## src/rtl/regfile_wb_scheduler_if.sv

```systemverilog
// rtl/regfile_wb_scheduler_if.sv - writeback requesters, issue, hazard query and write-port bundle
interface regfile_wb_scheduler_if;
  logic        a_valid;
  logic [4:0]  a_rd;
  logic [31:0] a_data;
  logic        a_ready;
  logic        b_valid;
  logic [4:0]  b_rd;
  logic [31:0] b_data;
  logic        b_ready;
  logic        iss_valid;
  logic [4:0]  iss_rd;
  logic [4:0]  rs1;
  logic [4:0]  rs2;
  logic        hazard;
  logic        RegWrite;
  logic [4:0]  rd;
  logic [31:0] rd_write_data;
  logic [31:0] busy;

  modport master (
    output a_valid, a_rd, a_data, b_valid, b_rd, b_data, iss_valid, iss_rd, rs1, rs2,
    input  a_ready, b_ready, hazard, RegWrite, rd, rd_write_data, busy
  );

  modport slave (
    input  a_valid, a_rd, a_data, b_valid, b_rd, b_data, iss_valid, iss_rd, rs1, rs2,
    output a_ready, b_ready, hazard, RegWrite, rd, rd_write_data, busy
  );
endinterface

```

## src/rtl/regfile_wb_scheduler.sv

```systemverilog
// rtl/regfile_wb_scheduler.sv - two-requester writeback arbiter with busy scoreboard and hazard query
// REGFILE_WB_RR_EN selects round-robin arbitration; default is fixed priority to A.
module regfile_wb_scheduler (
  input logic                   clk,
  input logic                   rst,
  regfile_wb_scheduler_if.slave wb
);
  logic        a_win;
  logic        b_win;
  logic        xfer;
  logic [4:0]  sel_rd;
  logic [31:0] sel_data;
  logic        we_q;
  logic [4:0]  rd_q;
  logic [31:0] data_q;
  logic [31:0] busy_q;
  logic [31:0] busy_next;
  logic        haz1;
  logic        haz2;

`ifdef REGFILE_WB_RR_EN
  // prio_b=0 after reset so A takes the first contention; afterwards the loser gets priority.
  logic prio_b;

  always_comb begin
    a_win = wb.a_valid && !(wb.b_valid && prio_b);
    b_win = wb.b_valid && (!wb.a_valid || prio_b);
  end

  always_ff @(posedge clk or posedge rst) begin
    if (rst)
      prio_b <= 1'b0;
    else if (wb.a_valid && wb.b_valid)
      prio_b <= a_win;
  end
`else
  always_comb begin
    a_win = wb.a_valid;
    b_win = wb.b_valid && !wb.a_valid;
  end
`endif

  assign wb.a_ready = !rst && a_win;
  assign wb.b_ready = !rst && b_win;

  always_comb begin
    xfer     = wb.a_ready || wb.b_ready;
    sel_rd   = wb.a_ready ? wb.a_rd : wb.b_rd;
    sel_data = wb.a_ready ? wb.a_data : wb.b_data;
  end

  // x0 beats are consumed but leave the write port idle.
  always_ff @(posedge clk or posedge rst) begin
    if (rst) begin
      we_q   <= 1'b0;
      rd_q   <= 5'd0;
      data_q <= 32'd0;
    end else if (xfer && sel_rd != 5'd0) begin
      we_q   <= 1'b1;
      rd_q   <= sel_rd;
      data_q <= sel_data;
    end else begin
      we_q   <= 1'b0;
      rd_q   <= 5'd0;
      data_q <= 32'd0;
    end
  end

  // Set after clear so a same-edge reservation of the register being retired survives.
  always_comb begin
    busy_next = busy_q;
    if (we_q)
      busy_next[rd_q] = 1'b0;
    if (wb.iss_valid)
      busy_next[wb.iss_rd] = 1'b1;
    busy_next[0] = 1'b0;
  end

  always_ff @(posedge clk or posedge rst) begin
    if (rst)
      busy_q <= 32'd0;
    else
      busy_q <= busy_next;
  end

  always_comb begin
    haz1 = (wb.rs1 != 5'd0) && busy_q[wb.rs1] && !(we_q && rd_q == wb.rs1);
    haz2 = (wb.rs2 != 5'd0) && busy_q[wb.rs2] && !(we_q && rd_q == wb.rs2);
  end

  assign wb.hazard        = haz1 || haz2;
  assign wb.RegWrite      = we_q;
  assign wb.rd            = rd_q;
  assign wb.rd_write_data = data_q;
  assign wb.busy          = busy_q;
endmodule

```

## src/flat_wrapper.sv

```systemverilog
// flat-port wrapper written by rule: the top's interface ports become plain ports
module regfile_wb_scheduler_flat 
  (clk, rst, wb_a_valid, wb_a_rd, wb_a_data, wb_b_valid, wb_b_rd, wb_b_data, wb_iss_valid, wb_iss_rd, wb_rs1, wb_rs2, wb_a_ready, wb_b_ready, wb_hazard, wb_RegWrite, wb_rd, wb_rd_write_data, wb_busy);
  regfile_wb_scheduler_if wb_i ();
  input logic clk;
  input logic rst;
  input wire logic [$bits(wb_i.a_valid)-1:0] wb_a_valid;
  input wire logic [$bits(wb_i.a_rd)-1:0] wb_a_rd;
  input wire logic [$bits(wb_i.a_data)-1:0] wb_a_data;
  input wire logic [$bits(wb_i.b_valid)-1:0] wb_b_valid;
  input wire logic [$bits(wb_i.b_rd)-1:0] wb_b_rd;
  input wire logic [$bits(wb_i.b_data)-1:0] wb_b_data;
  input wire logic [$bits(wb_i.iss_valid)-1:0] wb_iss_valid;
  input wire logic [$bits(wb_i.iss_rd)-1:0] wb_iss_rd;
  input wire logic [$bits(wb_i.rs1)-1:0] wb_rs1;
  input wire logic [$bits(wb_i.rs2)-1:0] wb_rs2;
  output wire logic [$bits(wb_i.a_ready)-1:0] wb_a_ready;
  output wire logic [$bits(wb_i.b_ready)-1:0] wb_b_ready;
  output wire logic [$bits(wb_i.hazard)-1:0] wb_hazard;
  output wire logic [$bits(wb_i.RegWrite)-1:0] wb_RegWrite;
  output wire logic [$bits(wb_i.rd)-1:0] wb_rd;
  output wire logic [$bits(wb_i.rd_write_data)-1:0] wb_rd_write_data;
  output wire logic [$bits(wb_i.busy)-1:0] wb_busy;
  assign wb_i.a_valid = wb_a_valid;
  assign wb_i.a_rd = wb_a_rd;
  assign wb_i.a_data = wb_a_data;
  assign wb_i.b_valid = wb_b_valid;
  assign wb_i.b_rd = wb_b_rd;
  assign wb_i.b_data = wb_b_data;
  assign wb_i.iss_valid = wb_iss_valid;
  assign wb_i.iss_rd = wb_iss_rd;
  assign wb_i.rs1 = wb_rs1;
  assign wb_i.rs2 = wb_rs2;
  assign wb_a_ready = wb_i.a_ready;
  assign wb_b_ready = wb_i.b_ready;
  assign wb_hazard = wb_i.hazard;
  assign wb_RegWrite = wb_i.RegWrite;
  assign wb_rd = wb_i.rd;
  assign wb_rd_write_data = wb_i.rd_write_data;
  assign wb_busy = wb_i.busy;
  regfile_wb_scheduler u_core (.clk(clk), .rst(rst), .wb(wb_i));
endmodule
```

## config.mk

```make
export PLATFORM = sky130hd
export DESIGN_NAME = regfile_wb_scheduler_flat
export DESIGN_NICKNAME = d
export VERILOG_FILES = /design/src/rtl/regfile_wb_scheduler_if.sv /design/src/rtl/regfile_wb_scheduler.sv /design/src/flat_wrapper.sv
export SDC_FILE = /design/constraint.sdc
export NUM_CORES = 1
export LEC_CHECK = 0
export BUFFER_PORTS_ARGS = -buffer_cell sky130_fd_sc_hd__buf_4
export CAP_MARGIN = 30
export CORE_MARGIN = 2
export CORE_UTILIZATION = 42
export DETAILED_ROUTE_END_ITERATION = 10
export PLACE_DENSITY = 0.77
export SETUP_SLACK_MARGIN = 0.02
export SYNTH_ARGS = -nofsm -noshare
export SYNTH_HDL_FRONTEND = slang
export SYNTH_SLANG_ARGS = --single-unit
```

## constraint.sdc

```tcl
create_clock -name clk -period 2.1 [get_ports clk]
set_input_delay 0 -clock clk [delete_from_list [all_inputs] [get_ports clk]]
set_output_delay 0 -clock clk [all_outputs]
set_load 0.02 [all_outputs]
```

==> impl_results.md <==
* DP Worst Slack at 0.403 ns
* Logic pwr share at 30.4%
* Maximum VDD drop at 0.424 mV
* Vias in the first global route at 3907
* Root Driver: clkbuf_8
* Cell Pwr Density at 640 nW/um^2
* Crit path DAT at 2.01 ns
* Number of synthesized flops with an enable pin at 0
* Initial antenna violation count at 0
* Fraction of power spent switching nets at 32.6%
* CP Capture Type: primary output
* Post-DP HPWL at 7.89 mm
* Hold slack final at -0.0194 ns
* Total wire length at 12.1 mm
* Largest net degree at the start of global routing at 70
* Final Util at 70.8%
* Commonest cells after routing, fill and taps aside: 174 x buf_4, 74 x dlygate4sd3_1, 72 x nand2_1
* Power, Total at 3.67 mW
* Die W at 94.8 um
* Die height at 94.8 um
* Flop pwr share at 43.1%
* Routed Antenna Nets at 0
* Switch Pwr at 1.20 mW
* Final Hold Fails at 11
* Layout Cells excl Fill at 696
* Top FF cell, synth: dfrtp_1
* Congestion Overflow GR at 0
* CORE AREA at 8090 um^2
* First-pass GRT wire length at 19.0 mm
* Die area at 8990 um^2
* Asr flop ratio synth at 100%
* Top Ports at 167
* Area Growth Syn to Fin at 65.4%
* Most common cell after layout, fill and taps aside: buf_4
* Syn_area_per_cell at 9.95 um^2
* Count of cell types in the netlist at 33
* Fmax at 497 MHz
* DR WL/cell at 17.4 um
* Worst-margin pin slew at 0.873 ns
* CP startpoint kind: register
* Crit Path Class: reg -> out
* Max Slew Vio Count at 0
* First-pass DRT Iterations at 5
* Ant diodes at 0
* Final GP Congestion at 0.878
* HP Class: in -> async
* Final min period at 2.01 ns
* #FFs+latches synth at 69
* Internal power at 2.47 mW
* DR iter-0 viols at 266
* Slew margin rel. at 41.8%
* Starting Density at 42.8%
* TritonCTS Sinks at 69
* H-tree depth at 3
* Port bufs at 165
* Max-Cap Viols at 0
* Fillers at 582
* Total track usage at 27.9%
* Synth warn at 0
* Fin crit share at 95.7%
* Syn Inst Count at 348
* Clk_skew at 0.00917 ns
* DR vias at 3780
* CTS Buf Count at 9
* DP Cell Count at 601
* CP max FO at 4
* Nets at 680
* Required @ worst endpoint at 2.10 ns
* Fin Setup TNS at 0 ns
* Clock Power Share at 26.6%
* Static Leakage at 2.65 nW
* Setup violations, final at 0
* Mapped cell area at 3460 um^2
* Maximum clock path buffer count at 2
* Reg clk slew, reported paths at 0.08 ns
* Failing checks: hold timing
* Status: finished, violations left
* PnR worst setup slack at 0.0897 ns
* FP Rows at 33
* Number of vias per cell at 5.43
* CTS tree: yes
* DRC at 0
* Clock insertion delay at the later pin of the skew report at 0.34 ns
* Layout cell share with drive strength beyond 1 at 35.2%
* Net Count, Synth at 442
* Seq/Total Area, Yosys at 49.9%
* RSZ-0062 raised after global routing: no
cell usage after synthesis (5+ instances only):
| master | instances | area [um^2] |
|---|---|---|
| mux4_2 | 7 | 158 |
| buf_2 | 5 | 25.0 |
| nand2_1 | 73 | 274 |
| mux2i_1 | 5 | 50.1 |
| o21ai_0 | 65 | 325 |
| a21oi_1 | 36 | 180 |
| xor2_1 | 8 | 70.1 |
| dfrtp_1 | 69 | 1730 |
| nand3b_1 | 12 | 90.1 |
| or3b_2 | 6 | 52.6 |
| clkbuf_1 | 13 | 48.8 |
| mux4_1 | 7 | 184 |
| nand3_1 | 9 | 45.0 |
metrics by stage:
step           hold WS (ns)  area (um^2)
6_report            -0.0194         5730
5_1_grt              0.0398         5730
4_1_cts             0.00931         5700
2_1_floorplan         0.110         3470
3_3_place_gp          0.235         4770
3_5_place_dp          0.238         4770
cells by family (layout without fill, tap and decap cells):
kind of cell           after synthesis  count (layout)  synth area share (%)
multiplexers                        21              21                  12.0
other                                1               1                 0.108
AO/OA/AOI/OAI                      110             110                  16.6
buffers and inverters               24             267                  3.32
flip-flops                          69              69                  49.9
XOR/XNOR                            10              10                  2.53
AND/OR/NAND/NOR                    113             113                  15.6
worst max-delay path, stage by stage (launching register included):
cell and delay [ns]:
dfrtp_1 0.41, mux4_1 0.49, mux2_2 0.29, a211oi_2 0.22, o22ai_1 0.10, buf_4 0.16
path summary, 6_finish.rpt:
path / slack (ns) / end / cells past startpoint / start
min in group clk: 0.04 / u_core.wb.RegWrite / 4 / wb_b_rd[2]
max: 0.09 / wb_hazard / 5 / u_core.wb.busy[14]
max in group asynchronous: 1.54 / u_core.wb.rd_write_data[11] / 3 / rst
min reg2reg: 0.58 / u_core.wb.busy[25] / 2 / u_core.wb.busy[25]
min: -0.02 / u_core.wb.rd_write_data[19] / 3 / rst
max reg2reg: 0.52 / u_core.wb.busy[16] / 3 / u_core.wb.rd[4]
power by group through the flow:
stage	Clock (mW)	Combinational, mW	Sequential, mW
after CTS	0.991	1.08	1.58
after global placement	0	0.944	1.59
final	0.974	1.11	1.58
after floorplan	0	0.353	1.73
after global routing	1.06	1.19	1.59
after detailed placement	0	0.955	1.61
registers in the layout, indices dropped and copies added, names as in the netlist:
name	count
u_core.wb.rd_write_data	32
u_core.wb.rd	5
u_core.wb.busy	31
u_core.wb.RegWrite	1
layout make-up:
class	instances	area [um^2]	share of cell area [%]
clock inverter	6	48.8	0.852
timing repair buffer	248	2050	35.7
inverter	3	15.0	0.262
multi-input combinational	255	1630	28.5
tap	105	131	2.29
sequential	69	1730	30.2
clock buffer	10	128	2.23
timing repair:
item	4_1_cts	5_1_grt
endpoints found under the setup margin	1	1
hold buffers	74	0
pin swaps	0	0
hold endpoints to repair	37	0
resized for setup	0	2
buffers inserted	1	4
routing by layer:
layer  part of all wire (%)  GRT usage, %
met5                      0             0
met4                    1.6          8.21
met3                    9.8          7.74
met2                     50          48.1
met1                     39          34.1
Note: power is estimated with default switching activity, not from simulation.
